[src/rtl/reg_bank_pkg.sv]
//==============================================================================
// Module   : reg_bank_pkg
// Brief    : Shared op encodings, register indices and defaults for reg_bank.
// Revision : 1.0 - initial release
//==============================================================================
`default_nettype none

package reg_bank_pkg;

    typedef enum logic [1:0] {
        OP_HOLD = 2'b00,
        OP_LOAD = 2'b01,
        OP_INC  = 2'b10,
        OP_DEC  = 2'b11
    } op_e;

    localparam int REG_A  = 0;
    localparam int REG_X  = 1;
    localparam int REG_Y  = 2;
    localparam int REG_SP = 3;

    localparam int         DEFAULT_BIT_WIDTH = 8;
    localparam logic [7:0] SP_RESET_DEFAULT  = 8'hFD;

    // Select width, kept at least one bit so a single-register bank still has a port.
    function automatic int sel_width(input int n);
        return (n > 1) ? $clog2(n) : 1;
    endfunction

endpackage

`default_nettype wire

[src/rtl/reg_incdec.sv]
//==============================================================================
// Module   : reg_incdec
// Brief    : Combinational next value, N, Z and wrap for one register op.
// Revision : 1.0 - initial release
//==============================================================================
`default_nettype none

module reg_incdec
    import reg_bank_pkg::*;
#(
    parameter int BIT_WIDTH = DEFAULT_BIT_WIDTH
) (
    input  logic [1:0]           i_op,
    input  logic [BIT_WIDTH-1:0] i_cur,
    input  logic [BIT_WIDTH-1:0] i_din,
    output logic [BIT_WIDTH-1:0] o_next,
    output logic                 o_neg,
    output logic                 o_zero,
    output logic                 o_wrap
);

    always_comb begin
        o_next = i_cur;
        o_wrap = 1'b0;
        case (i_op)
            OP_LOAD: o_next = i_din;
            OP_INC: begin
                o_next = i_cur + BIT_WIDTH'(1);
                o_wrap = &i_cur;
            end
            OP_DEC: begin
                o_next = i_cur - BIT_WIDTH'(1);
                o_wrap = ~|i_cur;
            end
            default: ;
        endcase
    end

    assign o_neg  = o_next[BIT_WIDTH-1];
    assign o_zero = (o_next == '0);

endmodule

`default_nettype wire

[src/rtl/reg_bank.sv]
//==============================================================================
// Module   : reg_bank
// Brief    : 6502 register bank (A/X/Y/SP) with load/inc/dec write port,
//            two read ports, N/Z flags, wrap pulse and per-register valid.
//            Optional same-cycle read bypass: define REG_BANK_BYPASS_EN.
// Revision : 1.0 - initial release
//==============================================================================
`default_nettype none

module reg_bank
    import reg_bank_pkg::*;
#(
    parameter int                   BIT_WIDTH       = DEFAULT_BIT_WIDTH,
    parameter int                   NUM_REGS        = 4,
    parameter logic [BIT_WIDTH-1:0] RESET_VECTOR    = {BIT_WIDTH{1'b0}},
    parameter logic [BIT_WIDTH-1:0] SP_RESET_VECTOR = BIT_WIDTH'(SP_RESET_DEFAULT)
) (
    input  logic                             clk,
    input  logic                             reset,
    input  logic [1:0]                       op,
    input  logic [sel_width(NUM_REGS)-1:0]   wsel,
    input  logic [BIT_WIDTH-1:0]             din,
    input  logic [sel_width(NUM_REGS)-1:0]   rsel_a,
    input  logic [sel_width(NUM_REGS)-1:0]   rsel_b,
    output logic [BIT_WIDTH-1:0]             rdata_a,
    output logic [BIT_WIDTH-1:0]             rdata_b,
    output logic [NUM_REGS-1:0]              valid,
    output logic                             flag_n,
    output logic                             flag_z,
    output logic                             wrap
);

    localparam int SEL_W    = sel_width(NUM_REGS);
    localparam int PAD_REGS = 2 ** SEL_W;

    logic [BIT_WIDTH-1:0] r_regs [NUM_REGS];
    logic [BIT_WIDTH-1:0] w_pad  [PAD_REGS];
    logic [NUM_REGS-1:0]  w_hit;
    logic [NUM_REGS-1:0]  r_valid;
    logic                 r_flag_n;
    logic                 r_flag_z;
    logic                 r_wrap;

    logic                 w_wr_en;
    logic [BIT_WIDTH-1:0] w_next;
    logic                 w_neg;
    logic                 w_zero;
    logic                 w_wrap;

    // Out-of-range selects must leave every piece of state untouched.
    assign w_wr_en = (op != OP_HOLD) && (int'(wsel) < NUM_REGS);

    reg_incdec #(
        .BIT_WIDTH (BIT_WIDTH)
    ) u_incdec (
        .i_op   (op),
        .i_cur  (w_pad[wsel]),
        .i_din  (din),
        .o_next (w_next),
        .o_neg  (w_neg),
        .o_zero (w_zero),
        .o_wrap (w_wrap)
    );

    // Unimplemented select codes read as zero through the padded view.
    generate
        for (genvar i = 0; i < PAD_REGS; i++) begin : g_reg
            if (i < NUM_REGS) begin : g_live
                localparam logic [BIT_WIDTH-1:0] c_RST_VALUE =
                    (i == REG_SP) ? SP_RESET_VECTOR : RESET_VECTOR;

                assign w_hit[i] = w_wr_en && (wsel == SEL_W'(i));
                assign w_pad[i] = r_regs[i];

                always_ff @(posedge clk or posedge reset) begin
                    if (reset) begin
                        r_regs[i] <= c_RST_VALUE;
                    end else if (w_hit[i]) begin
                        r_regs[i] <= w_next;
                    end
                end
            end else begin : g_void
                assign w_pad[i] = '0;
            end
        end
    endgenerate

    always_ff @(posedge clk or posedge reset) begin
        if (reset) begin
            r_valid  <= '0;
            r_flag_n <= 1'b0;
            r_flag_z <= 1'b1;
            r_wrap   <= 1'b0;
        end else begin
            r_wrap <= w_wr_en & w_wrap;
            if (w_wr_en) begin
                r_valid  <= r_valid | w_hit;
                r_flag_n <= w_neg;
                r_flag_z <= w_zero;
            end
        end
    end

`ifdef REG_BANK_BYPASS_EN
    assign rdata_a = (w_wr_en && (rsel_a == wsel)) ? w_next : w_pad[rsel_a];
    assign rdata_b = (w_wr_en && (rsel_b == wsel)) ? w_next : w_pad[rsel_b];
`else
    assign rdata_a = w_pad[rsel_a];
    assign rdata_b = w_pad[rsel_b];
`endif

    assign valid  = r_valid;
    assign flag_n = r_flag_n;
    assign flag_z = r_flag_z;
    assign wrap   = r_wrap;

endmodule

`default_nettype wire
[config.mk]
export PLATFORM = sky130hd
export DESIGN_NAME = reg_bank
export DESIGN_NICKNAME = d
export VERILOG_FILES = /design/src/rtl/reg_bank_pkg.sv /design/src/rtl/reg_incdec.sv /design/src/rtl/reg_bank.sv
export SDC_FILE = /design/constraint.sdc
export NUM_CORES = 1
export LEC_CHECK = 0
export BUFFER_PORTS_ARGS = -buffer_cell sky130_fd_sc_hd__buf_2
export CORE_MARGIN = 3
export CORE_UTILIZATION = 61
export CTS_CLUSTER_DIAMETER = 60
export DETAILED_ROUTE_END_ITERATION = 8
export PLACE_DENSITY = 0.83
export SLEW_MARGIN = 20
export SYNTH_ARGS = -nofsm -noshare
export SYNTH_HDL_FRONTEND = slang
export SYNTH_SLANG_ARGS = --single-unit
[constraint.sdc]
create_clock -name clk -period 3.75 [get_ports clk]
set_input_delay 0.75 -clock clk [delete_from_list [all_inputs] [get_ports clk]]
set_output_delay 0.75 -clock clk [all_outputs]
set_load 0.1 [all_outputs]
---- Word-level counts from Yosys, hierarchy flattened ----
Index checks and enable logic that the tools add are counted.
operators by class
  add/sub/neg operators ................... 2
  multiply operators ...................... 0
  div/mod/pow operators ................... 0
  $lt $le $gt $ge ......................... 3
  eq/ne operators ......................... 6
  shift operators ......................... 0
  mux-type cells .......................... 11
  bitwise operators ....................... 5
  reductions and logical operators ........ 10
operator list
  cell                                                      number
  binary-select mux 8 bit (select 2 bit)                    3
  2-to-1 mux 8 bit                                          6
  case mux 8 bit (3 select lines)                           1
  greater-or-equal comparator 3 bit, second input constant  3
  inverter 2 -> 3 bit                                       3
  adder 8 x 1 -> 8 bit, second input constant               1
  == test 2 bit, second input constant                      4
  zero test 8 bit                                           1
  AND reduction 8 bit                                       1
  OR reduction 8 bit                                        1
  subtractor 8 x 1 -> 8 bit, second input constant          1
  == test 2 x 1 -> 1 bit, second input constant             2
  logical AND 1 bit                                         4
  bitwise OR 4 bit                                          1
  zero test 2 bit                                           1
  case mux 1 bit (2 select lines)                           1
  nonzero test 2 bit                                        1
  AND 1 bit                                                 1
  zero test 1 bit                                           1
word-level totals
  flip-flop bits (word level) ............. 39
  bits in latches ......................... 0
  bits in writable memories ............... 0
  bits in read-only memories .............. 0
  input port bits ......................... 18
  output and inout bits ................... 23
  memories ................................ 0

---- Longest topological paths before layout ----
  depth in word-level cells ............... 8
  gate-level depth with buffers ........... 10

---- Modules after synthesis ----
A second synthesis with hierarchy kept.
second synthesis, totals
  cell total of the unflattened synthesis .. 201
  area, all modules ....................... 2691.3 µm²
modules (own cells, without submodules)
  module      instances  cells each  area an instance (µm²)  seq. area each (µm²)
  reg_bank    1          115         2080.7                  985.9
  reg_incdec  1          86          610.6                   0.0

---- Worst setup path after synthesis ----
OpenSTA, ideal clock, no wires.
  path type ............................... input port to flip-flop
  from .................................... input wsel[0]
  to ...................................... register r_flag_z (netlist: flag_z)
  setup time .............................. 0.097 ns
  data arrival time ....................... 3.164 ns
  data required time ...................... 3.653 ns
  slack ................................... 0.489 ns
  stages .................................. 10
  path buffers ............................ 2
  path through ............................ buf_6 > buf_4 > mux4_2 > fa_1 > a21o_1 > a221oi_1 > xnor2_1 > a21oi_1 > nand4_1 > o41ai_2
between the ends
  word-level cells in the longest chain between the ends .. 7
RTL lines
  item                                                                      line                                source
  start, declared                                                           reg_bank.sv:21                      input logic [sel_width(NUM_REGS)-1:0] wsel,
  inverter 2 -> 3 bit (implied by the code) (*)                             reg_bank.sv:57                      .i_cur (w_pad[wsel]),
  binary-select mux 8 bit (select 2 bit) (*)                                reg_bank.sv:57
  2-to-1 mux 8 bit (implied by the code) (*) (2 in series)                  reg_bank.sv:57
  subtractor 8 x 1 -> 8 bit / adder 8 x 1 -> 8 bit (equally long branches)  reg_incdec.sv:32, reg_incdec.sv:28
  case mux 8 bit (3 select lines) (*)                                       reg_incdec.sv:25                    case (i_op)
  zero test 8 bit (*)                                                       reg_incdec.sv:40                    assign o_zero = (o_next == '0);
  end signal, assigned                                                      reg_bank.sv:99                      r_flag_z <= w_zero;
  end, declared                                                             reg_bank.sv:41                      logic r_flag_z;
Every way passes the cells marked *; elsewhere a longest branch is shown, timed or not. The select of a mux whose other input is x is not followed.
A chain may end at the register's enable or synchronous reset.

---- Final worst setup path ----
Ends and elaborated chain as after synthesis.

==> results.toml <==
[clock_network]
cts_max_level = 2
clockBufferDepth = 2
ctsHoldBuffers = 0
clk_pin_slew_ns = 0.07
clk_latency_ns = 0.30
tritoncts = "yes"
post_cts_buffers = 0
clockRootBuffer = "clkbuf_8"
cts_resized = 0
cts_buffers = 5
clock-sinks = 39

[power]
p_sw_frac = 0.525
ir_drop_v = 0.000647
clockPowerShare = 0.124
power.density_mw_per_mm2 = 892
power_frac_comb = 0.590
power_leakage_nw = 1.23
switching_power_mw = 1.36
pwr-share-seq = 0.286
p_int_mw = 1.23

[worst_setup_path]
crit_type = "input pin to flop"
setup.worst_path.end_class = "flop"
reg2reg_from = "r_regs[20]$_DFFE_PP0P_"
crit_slowest_cell = "mux4_1"
worst_setup_path_start_kind = "input pin"
cp_cell_sequence = "buf_2, mux4_1, ha_1, a21o_1, a221oi_1, xnor2_1, a21oi_1, nand4_1, o41ai_2"
cp_max_fo = 10
cp.arrival_ns = 3.53
startpoint = "wsel[0]"
critPathMaxStageDelay_ns = 0.70
cp.required_ns = 3.95

[timing]
slew_headroom = 0.641
finalSetupViolCount = 0
holdWs_ns = 0.473
slew_viol_final = 0
rsz0062_at_grt = "false"
fmax_mhz = 300
final-hold-violation-count = 0
worstMarginPinSlew_ns = 0.536
clock_skew_ns = 0.00726
fin_crit_sh = 0.888
fin_crit_ns = 3.33
final.setup.tns_ns = 0

[grt]
grt_util_met3 = 0.0576
grt_start_max_net_pins = 40
grt_pass1_vias = 1983
overflow = 0
busiest_layer = "met2"
grt.met1_usage = 0.359
grt_pass1_wl_um = 10100
grt_use_met2 = 0.428
antenna_found_initial = 0
grtUsageTotal = 0.268

[yosys]
synth_commonest_cells = "dfrtp_1, mux4_2, nand2_1, mux2_2, o21ai_0"
netlist_instances = 212
synthFlopType = "dfrtp_1"
synth_area_leaders = "dfrtp_1, mux4_2, dfstp_2, mux2_2, mux2i_1"
ys_seq_elements = 39
synth.avg_cell_area_um2 = 12.0
yosysUniqueCellTypes = 47
synth_area_leader_cell = "dfrtp_1"
netlist.area_leader.share = 0.306
synth-seq-area-share = 0.389
ys_warn_count = 0
synth_async_sr_flop_share = 1.00
syn_nets = 237
synth.most_common_cell = "dfrtp_1"
synth_area_mm2 = 0.00253
synth_edf_count = 0

[final_layout]
drive_above_1_share = 0.424
nets = 279
fin_cells = 303
fin_area_mm2 = 0.00290
area.growth.synth_to_final_pct = 14.4
antennaDiodeCount = 0

[floorplan]
ioPinCount = 41
start_util = 0.662
dieArea_mm2 = 0.00496
core_mm2 = 0.00383
num_rows = 22
die_height_um = 70.5
fp.dieW_um = 70.5

[drt]
drt_iter0_markers = 293
via_count = 2047
wire_per_inst_um = 20.9
detail_route.vias_per_cell = 6.76
dr.pass1.iters = 5
totalWireLength_um = 6320
post-route-drc-count = 0
postRouteAntennaNets = 0

[min_path]
hp-start = "valid[2]$_DFFE_PP0P_"
hp-class = "flop to flop"

[placement]
numPortBuffers = 40
dpl-instance-area_mm2 = 0.00279
dpl.hpwl_um = 4480
numPlacedInstances = 295
routabilityCongestion = 0.917

[run]
cap_viol_max_count = 0

[run_status]
status = "completed"
==> per-layer routing <==
layer / up-vias / part of all wire
li1: 894 / -
met1: 990 / 0.38
met2: 144 / 0.50
met3: 19 / 0.099
met4: 0 / 0.022
met5: - / 0
==> layout by cell type (no fill, tap or decap), drive strengths merged, types with 3 or more instances in the layout <==
cell type,n
clkbuf,7
a21oi,13
o21ai,14
a21o,3
nand3b,3
or2,3
nand4,3
ha,6
buf,50
nor3,3
nand2,15
nor2,13
dfrtp,31
xor2,4
mux2i,8
dfstp,8
mux2,14
nand2b,5
mux4,23
==> power groups by stage <==
stage / sequential [mW] / clock [mW] / combinational (mW)
finish: 0.740 / 0.320 / 1.53
global route: 0.754 / 0.343 / 1.60
CTS: 0.732 / 0.321 / 1.52
detailed placement: 0.738 / 0 / 1.51
global placement: 0.718 / 0 / 1.49
floorplan: 0.733 / 0 / 1.23
==> kinds of logic after synthesis <==
group,Yosys count,synth area share
AO/OA/AOI/OAI,47,0.122
multiplexers,45,0.300
AND/OR/NAND/NOR,52,0.102
adder cells (fa/ha/maj),7,0.0375
buffers and inverters,17,0.0326
XOR/XNOR,5,0.0173
flip-flops,39,0.389
==> area by class of cell <==
cell class | count | area [µm²]
multi-input cells | 156 | 1470
flip-flops and latches | 39 | 986
fillers | 246 | 928
repair buffers | 50 | 275
clock buffers | 7 | 96.3
well taps | 48 | 60.1
clock inverters | 1 | 7.51
inverters | 2 | 7.51
==> worst paths after layout <==
path / to / slack, ns / depth (start not counted)
setup / recovery: flag_z$_DFFE_PP1P_ / 0.42 / 9
hold / removal: valid[2]$_DFFE_PP0P_ / 0.47 / 1
setup reg to reg: flag_z$_DFFE_PP1P_ / 0.80 / 8
hold reg to reg: valid[2]$_DFFE_PP0P_ / 0.47 / 1
max in group asynchronous: r_regs[3]$_DFFE_PP1P_ / 2.84 / 3
min in group asynchronous: r_regs[12]$_DFFE_PP0P_ / 0.55 / 3
==> registers in the layout, indices dropped and copies added, names as in the netlist <==
signal,count
valid,4
wrap,1
r_regs,32
flag_z,1
flag_n,1
==> worst max-delay path: cells and delay by family <==
family | cells | cell delay (ns)
and+or+nand+nor | 1 | 0.19
adders and majority gates | 1 | 0.40
muxes | 1 | 0.70
buffers and inverters | 1 | 0.25
xor gates and xnor gates | 1 | 0.10
AOI/OAI and AO/OA | 4 | 1.12
==> stage by stage <==
stage          utilization  setup slack, ns  power (mW)
2_1_floorplan            -            0.489        1.96
3_3_place_gp         0.730            0.203        2.21
3_5_place_dp         0.730            0.160        2.25
4_1_cts              0.757            0.459        2.57
5_1_grt              0.757            0.242        2.69
6_report             0.757            0.421        2.59
(Power assumes the default switching activity.)
